==> src/rtl/apb_crc_responder.sv <==
// apb_crc_responder
//   APB target hosting a bit-serial CRC engine. The master programs a
//   polynomial (CONFIG), writes a data word (INPUT), starts a run through
//   CONTROL, polls STATUS until done, and then reads the result from OUTPUT.
//   The engine processes one data bit per clock, MSB first. A START without
//   INIT continues from the current CRC, so multi-word messages can be chained.
//
//   Register map (byte offsets from BASE_ADDR):
//     0x00 CONFIG  R/W  polynomial
//     0x04 INPUT   R/W  data word
//     0x08 CONTROL W    bit0 START, bit1 INIT (reads return 0)
//     0x0C STATUS  R    bit0 done, bit1 busy
//     0x10 OUTPUT  R    CRC (partial while busy)
//
// Ports
//   CLK      in   clock, all state on the rising edge
//   RST      in   asynchronous active-high reset
//   PSEL     in   APB select
//   PENABLE  in   APB access phase
//   PWRITE   in   1 = write, 0 = read
//   PADDR    in   byte address
//   PWDATA   in   write data
//   PRDATA   out  read data (0 unless PSEL and reading a valid register)
//   PREADY   out  transfer may complete this cycle
//   PSLVERR  out  error response, qualified by PREADY
module apb_crc_responder #(
  parameter int                   WORD_SIZE = 32,
  parameter logic [WORD_SIZE-1:0] BASE_ADDR = '0,
  parameter logic [WORD_SIZE-1:0] CRC_INIT  = '0
) (
  input  logic                 CLK,
  input  logic                 RST,
  input  logic                 PSEL,
  input  logic                 PENABLE,
  input  logic                 PWRITE,
  input  logic [WORD_SIZE-1:0] PADDR,
  input  logic [WORD_SIZE-1:0] PWDATA,
  output logic [WORD_SIZE-1:0] PRDATA,
  output logic                 PREADY,
  output logic                 PSLVERR
);

  localparam int CNT_W = $clog2(WORD_SIZE);

  typedef enum logic [2:0] {
    REG_CONFIG, REG_INPUT, REG_CONTROL, REG_STATUS, REG_OUTPUT, REG_NONE
  } reg_e;

  typedef enum logic {S_IDLE, S_RUN} state_e;

  state_e               state, state_nxt;
  reg_e                 reg_sel;
  logic [WORD_SIZE-1:0] offset;
  logic [WORD_SIZE-1:0] poly, data, crc, shift, rd_val;
  logic [CNT_W-1:0]     cnt;
  logic                 done, busy, last_bit, fb;
  logic                 bad_addr, wr_to_ro, err, stall, commit, wr_en;
  logic                 start_cmd, init_cmd;

  // ---------------------------------------------------------------- decode
  assign offset = PADDR - BASE_ADDR;

  // Only the five word-aligned offsets are mapped; a misaligned address
  // (PADDR[1:0] != 0) or anything above 0x10 falls through to REG_NONE.
  // NOTE: every signal written in always_comb gets a default first, otherwise
  // paths that do not assign it would infer a latch.
  always_comb begin
    reg_sel = REG_NONE;
    if (offset[WORD_SIZE-1:5] == '0) begin
      case (offset[4:0])
        5'h00:   reg_sel = REG_CONFIG;
        5'h04:   reg_sel = REG_INPUT;
        5'h08:   reg_sel = REG_CONTROL;
        5'h0C:   reg_sel = REG_STATUS;
        5'h10:   reg_sel = REG_OUTPUT;
        default: reg_sel = REG_NONE;
      endcase
    end
  end

  assign busy     = (state == S_RUN);
  assign bad_addr = (reg_sel == REG_NONE);
  assign wr_to_ro = PWRITE && (reg_sel == REG_STATUS || reg_sel == REG_OUTPUT);
  assign err      = bad_addr || wr_to_ro;

  // Writes that could disturb the running engine are held off until it
  // finishes; reads never stall, so STATUS/OUTPUT polling always completes.
  assign stall = busy && PWRITE &&
                 (reg_sel == REG_CONFIG || reg_sel == REG_INPUT ||
                  reg_sel == REG_CONTROL);

  // PREADY deliberately ignores PENABLE so a master that ties PENABLE to
  // PREADY still completes its transfers.
  assign PREADY  = PSEL && !stall;
  assign PSLVERR = PREADY && err;
  assign commit  = PSEL && PENABLE && PREADY;
  assign wr_en   = commit && PWRITE && !err;

  assign start_cmd = wr_en && (reg_sel == REG_CONTROL) && PWDATA[0];
  assign init_cmd  = wr_en && (reg_sel == REG_CONTROL) && PWDATA[1];

  // ------------------------------------------------------------- read mux
  always_comb begin
    rd_val = '0;
    case (reg_sel)
      REG_CONFIG: rd_val = poly;
      REG_INPUT:  rd_val = data;
      REG_STATUS: rd_val = {{(WORD_SIZE-2){1'b0}}, busy, done};
      REG_OUTPUT: rd_val = crc;
      default:    rd_val = '0;
    endcase
  end

  assign PRDATA = (PSEL && !PWRITE) ? rd_val : '0;

  // ----------------------------------------------------------- engine FSM
  assign last_bit = busy && (cnt == CNT_W'(WORD_SIZE - 1));
  assign fb       = crc[WORD_SIZE-1] ^ shift[WORD_SIZE-1];

  // NOTE: sequential state uses non-blocking assignments so every register
  // samples the pre-edge values, independent of statement order.
  always_ff @(posedge CLK or posedge RST) begin
    if (RST) state <= S_IDLE;
    else     state <= state_nxt;
  end

  always_comb begin
    state_nxt = state;
    case (state)
      S_IDLE:  if (start_cmd) state_nxt = S_RUN;
      S_RUN:   if (last_bit)  state_nxt = S_IDLE;
      default: state_nxt = S_IDLE;
    endcase
  end

  // ------------------------------------------------------------- datapath
  always_ff @(posedge CLK or posedge RST) begin
    if (RST) begin
      poly  <= '0;
      data  <= '0;
      crc   <= CRC_INIT;
      shift <= '0;
      cnt   <= '0;
      done  <= 1'b0;
    end else begin
      if (wr_en && reg_sel == REG_CONFIG) poly <= PWDATA;
      if (wr_en && reg_sel == REG_INPUT)  data <= PWDATA;

      if (state == S_IDLE) begin
        if (start_cmd) begin
          shift <= data;
          cnt   <= '0;
          done  <= 1'b0;
          if (PWDATA[1]) crc <= CRC_INIT;
        end else if (init_cmd) begin
          crc  <= CRC_INIT;
          done <= 1'b0;
        end
      end else begin
        crc   <= {crc[WORD_SIZE-2:0], 1'b0} ^ (fb ? poly : '0);
        shift <= {shift[WORD_SIZE-2:0], 1'b0};
        cnt   <= cnt + 1'b1;
        if (last_bit) done <= 1'b1;
      end
    end
  end

endmodule

==> config.mk <==
export PLATFORM = sky130hd
export DESIGN_NAME = apb_crc_responder
export DESIGN_NICKNAME = d
export VERILOG_FILES = /design/src/rtl/apb_crc_responder.sv
export SDC_FILE = /design/constraint.sdc
export NUM_CORES = 1
export LEC_CHECK = 0
export BUFFER_PORTS_ARGS = -buffer_cell sky130_fd_sc_hd__buf_2
export CAP_MARGIN = 20
export CORE_ASPECT_RATIO = 0.75
export CORE_MARGIN = 10
export CORE_UTILIZATION = 58
export DETAILED_ROUTE_END_ITERATION = 7
export PLACE_DENSITY = 0.81
export SLEW_MARGIN = 20
export SYNTH_ARGS = -nofsm -noshare
export SYNTH_HDL_FRONTEND = slang
export SYNTH_SLANG_ARGS = --single-unit
==> constraint.sdc <==
create_clock -name CLK -period 5.2 [get_ports CLK]
set_input_delay 0.26 -clock CLK [delete_from_list [all_inputs] [get_ports CLK]]
set_output_delay 0.26 -clock CLK [all_outputs]
set_load 0.01 [all_outputs]
==> impl_summary.md <==
Clock network
The TritonCTS clock tree is yes. The buffers inserted during post-CTS setup optimization is 0. The root buffer cell is sky130_fd_sc_hd__clkbuf_16. The maximum clock insertion buffer count is 2.

The number of buffers inserted during clock tree synthesis is 17. The number of sinks handled by clock tree synthesis is 135. CTS built an H-tree with a depth of 4. The clock-pin slew reported for the worst setup and hold paths after clock tree synthesis is 0.06 ns. The quantity of hold-fixing buffers added after cts is 0. The clock insertion delay at the later pin of the skew report is 0.43 ns. The post-CTS resize count is 0.

Detailed routing
The final wirelength is 19.08 mm. In the routed design, unresolved DRC markers number 0. The number of detailed-routing iterations run before antenna repair is 5. The final routed wire length divided by cell count is 21.24 um. Summing over every cut layer, the via total after detailed routing is 5625. Using the TritonRoute via totals, the vias-per-cell ratio works out to 6.264. The antenna violation net count after detailed routing is 0. The DRC violation total after the first TritonRoute iteration is 532.

Synthesis
Summing the sequential cell areas from Yosys gives 46.79% of the chip area. In this run, synthesis inferred 0 flip-flops with an integrated enable. The post-synthesis sequential element count is 135. The number of nets produced by synthesis is 711. The async set-reset flop share out of synthesis is 100.0%. The number of distinct library cell variants in the gate-level netlist after synthesis is 46.

The total number of yosys warnings is 0. The mean instance size in the synthesized netlist is 11.28 um2. For this run, the leading register cell type out of synthesis is sky130_fd_sc_hd__dfrtp_1. The synthesized cell area is 7221 um2. The cell count after synthesis came out at 640.

Global routing
The overall global routing resource usage is 22.52%. The initial antenna violation count came to 0. The total overflow reported by the global router is 0. The first global-routing pass estimated 31.11 mm of wire.

Entering global routing, the biggest net connects 109 pins. The number of global-route vias before repair is 5824.

Cells and area
The number of non-filler instances in the completed layout is 898. The number of fill cells is 875. From synthesis to final layout, the design area changed by 15.70%.

The final design utilization is 68.38%. Across the whole layout, storage elements account for 3379 um2. For this run, the post-layout net count is 790. The fraction of final layout cells with drive strength greater than 1 is 35.25%. The area of the multi-input gates is 3532 um2.

0 antenna diodes ended up in the layout. In the layout the commonest cells are 134 x sky130_fd_sc_hd__dfrtp_1, 102 x sky130_fd_sc_hd__buf_2, 67 x sky130_fd_sc_hd__mux2_2. The library cell used most frequently in the layout, excluding fill and tap cells, is sky130_fd_sc_hd__dfrtp_1.

Die
The number of primary I/O pins is 103. The initial standard-cell utilization of the core is 59.10%. The die span in x is 148.8 um. The floorplan core area is 12220 um2. The die covers 17360 um2.

The floorplan has 35 rows. The chip height is 116.6 um.

Placed design
The congestion estimate from routability-driven global placement came to 0.8339. The number of placed instances, taps included, is 866. During placement, the flow inserted port buffers numbering 102. The wire-length estimate of the detail-placed layout is 12.65 mm. Prior to clock tree synthesis, the placed netlist has a worst setup slack of 1.992 ns.

STA
Once routing completed, OpenROAD measured the worst setup slack at 2.028 ns. Across the routed clock network, the largest skew measured is 0.007417 ns. The hold violation total from the final report came to 48.

Setup violations remaining at the end of the flow were counted as 0. The worst path needs 3.172 ns of the cycle, external delays included. The final critical-path share of the clock period is 60.99%. The slew at the pin closest to its max-slew limit is 1.093 ns.

The number of pins with negative max-slew slack in the final report is 0. Setup repair after global routing left no endpoint under its margin. The maximum frequency from static timing analysis is 0.3153 GHz. The final total negative setup slack is 0 ns.

The worst slew margin relative to its limit is 27.12%. On the final layout, the worst hold slack is -0.02738 ns.

Critical path
The worst setup path is launched from an input pin. The arrival time of data at the critical path endpoint is 2.91 ns. The largest driver fanout on the critical path is 39. By startpoint and endpoint, the worst setup path is classified as input pin to output pin. At the worst endpoint, the required time is 4.94 ns. The nature of the critical path endpoint is an output pin.

Power
For this design the ratio of total power to cell area is 275.1 nW/um2. The static power due to leakage is 3.743 nW. Across the VDD grid, the largest voltage drop is 0.0002693 V.

Hold path
The class of the tightest hold or removal check is input pin to asynchronous set/reset pin.

Outcome
The checks that failed: hold timing. The flow ran to the end, but the final reports show violations.

Run
The max-cap check violation count is 0.
logic make-up after synthesis:
family	synth area share (%)
multiplexers	17.00
AND/OR/NAND/NOR	14.07
flip-flops	46.79
XOR/XNOR	3.881
adder cells (fa/ha/maj)	0.3465
AO/OA/AOI/OAI	13.34
buffers and inverters	4.575
worst paths after layout:
path	slack [ns]	to	from	cells after the start
setup / recovery	2.03	PRDATA[7]	PADDR[22]	8
hold / removal	-0.03	poly[31]	RST	2
setup reg to reg	2.46	data[13]	busy	5
hold reg to reg	0.50	shift[12]	shift[12]	1
max in group asynchronous	4.05	crc[20]	RST	3
min in group CLK	0.07	data[30]	PWDATA[30]	2
layer usage:
metal	share of wire (%)	GRT usage [%]	vias to the layer above
met2	45	34.61	274
met5	0	0	-
met3	9.2	6.504	21
met4	1.0	5.871	0
li1	-	-	2523
met1	44	30.66	2807
report_power, final:
part / total (mW) / internal [mW] / leakage, nW / switching (mW)
Sequential: 1.05 / 1.05 / 1.77 / 0.0000000113
Combinational: 0.0869 / 0.0289 / 1.71 / 0.0579
Clock: 1.16 / 0.685 / 0.264 / 0.476
stage by stage:
stage	instance area [um2]	power, mW
2_1_floorplan	7221	1.109
3_3_place_gp	7777	1.153
3_5_place_dp	7777	1.156
4_1_cts	8351	2.306
5_1_grt	8354	2.363
6_report	8354	2.299
flip-flops by register name, summed over array words and instances, names as in the netlist:
| register | cells |
|---|---|
| shift | 32 |
| data | 32 |
| poly | 32 |
| crc | 32 |
| done | 1 |
| busy | 1 |
| cnt | 5 |
final cells by class:
type                            instances  share of cell area [%]
Multi-Input combinational cell        439                   42.28
Sequential cell                       135                   40.45
Timing Repair Buffer                  117                   7.458
Clock buffer                           19                   5.422
Tap cell                              166                   2.486
Clock inverter                         13                   1.438
Inverter                                9                  0.4643
cells in the mapped netlist (3+ instances only):
cell | instances | area, um2
sky130_fd_sc_hd__nand3_1 | 4 | 20.02
sky130_fd_sc_hd__nand4_1 | 34 | 212.7
sky130_fd_sc_hd__o21ai_0 | 3 | 15.01
sky130_fd_sc_hd__mux2_4 | 30 | 450.4
sky130_fd_sc_hd__nor4_4 | 3 | 63.81
sky130_fd_sc_hd__buf_2 | 18 | 90.09
sky130_fd_sc_hd__nor4_1 | 6 | 37.54
sky130_fd_sc_hd__dfrtp_1 | 135 | 3378
sky130_fd_sc_hd__buf_6 | 8 | 90.09
sky130_fd_sc_hd__and4_1 | 3 | 26.28
sky130_fd_sc_hd__a211oi_1 | 62 | 465.5
sky130_fd_sc_hd__and2_1 | 33 | 206.5
sky130_fd_sc_hd__nor2_1 | 33 | 123.9
sky130_fd_sc_hd__clkbuf_1 | 28 | 105.1
sky130_fd_sc_hd__o31ai_1 | 3 | 22.52
sky130_fd_sc_hd__mux2_2 | 67 | 754.5
sky130_fd_sc_hd__buf_1 | 3 | 11.26
sky130_fd_sc_hd__nand2_1 | 64 | 240.2
sky130_fd_sc_hd__inv_1 | 9 | 33.78
sky130_fd_sc_hd__xor2_1 | 31 | 271.5
sky130_fd_sc_hd__a221o_1 | 31 | 310.3
critical path, cell delays in order:
cell	delay, ns
sky130_fd_sc_hd__buf_2	0.10
sky130_fd_sc_hd__nor4_1	0.43
sky130_fd_sc_hd__and3_1	0.24
sky130_fd_sc_hd__buf_4	0.38
sky130_fd_sc_hd__nand2_1	0.60
sky130_fd_sc_hd__buf_4	0.40
sky130_fd_sc_hd__a211oi_1	0.30
sky130_fd_sc_hd__buf_2	0.20
(Power assumes the default switching activity.)
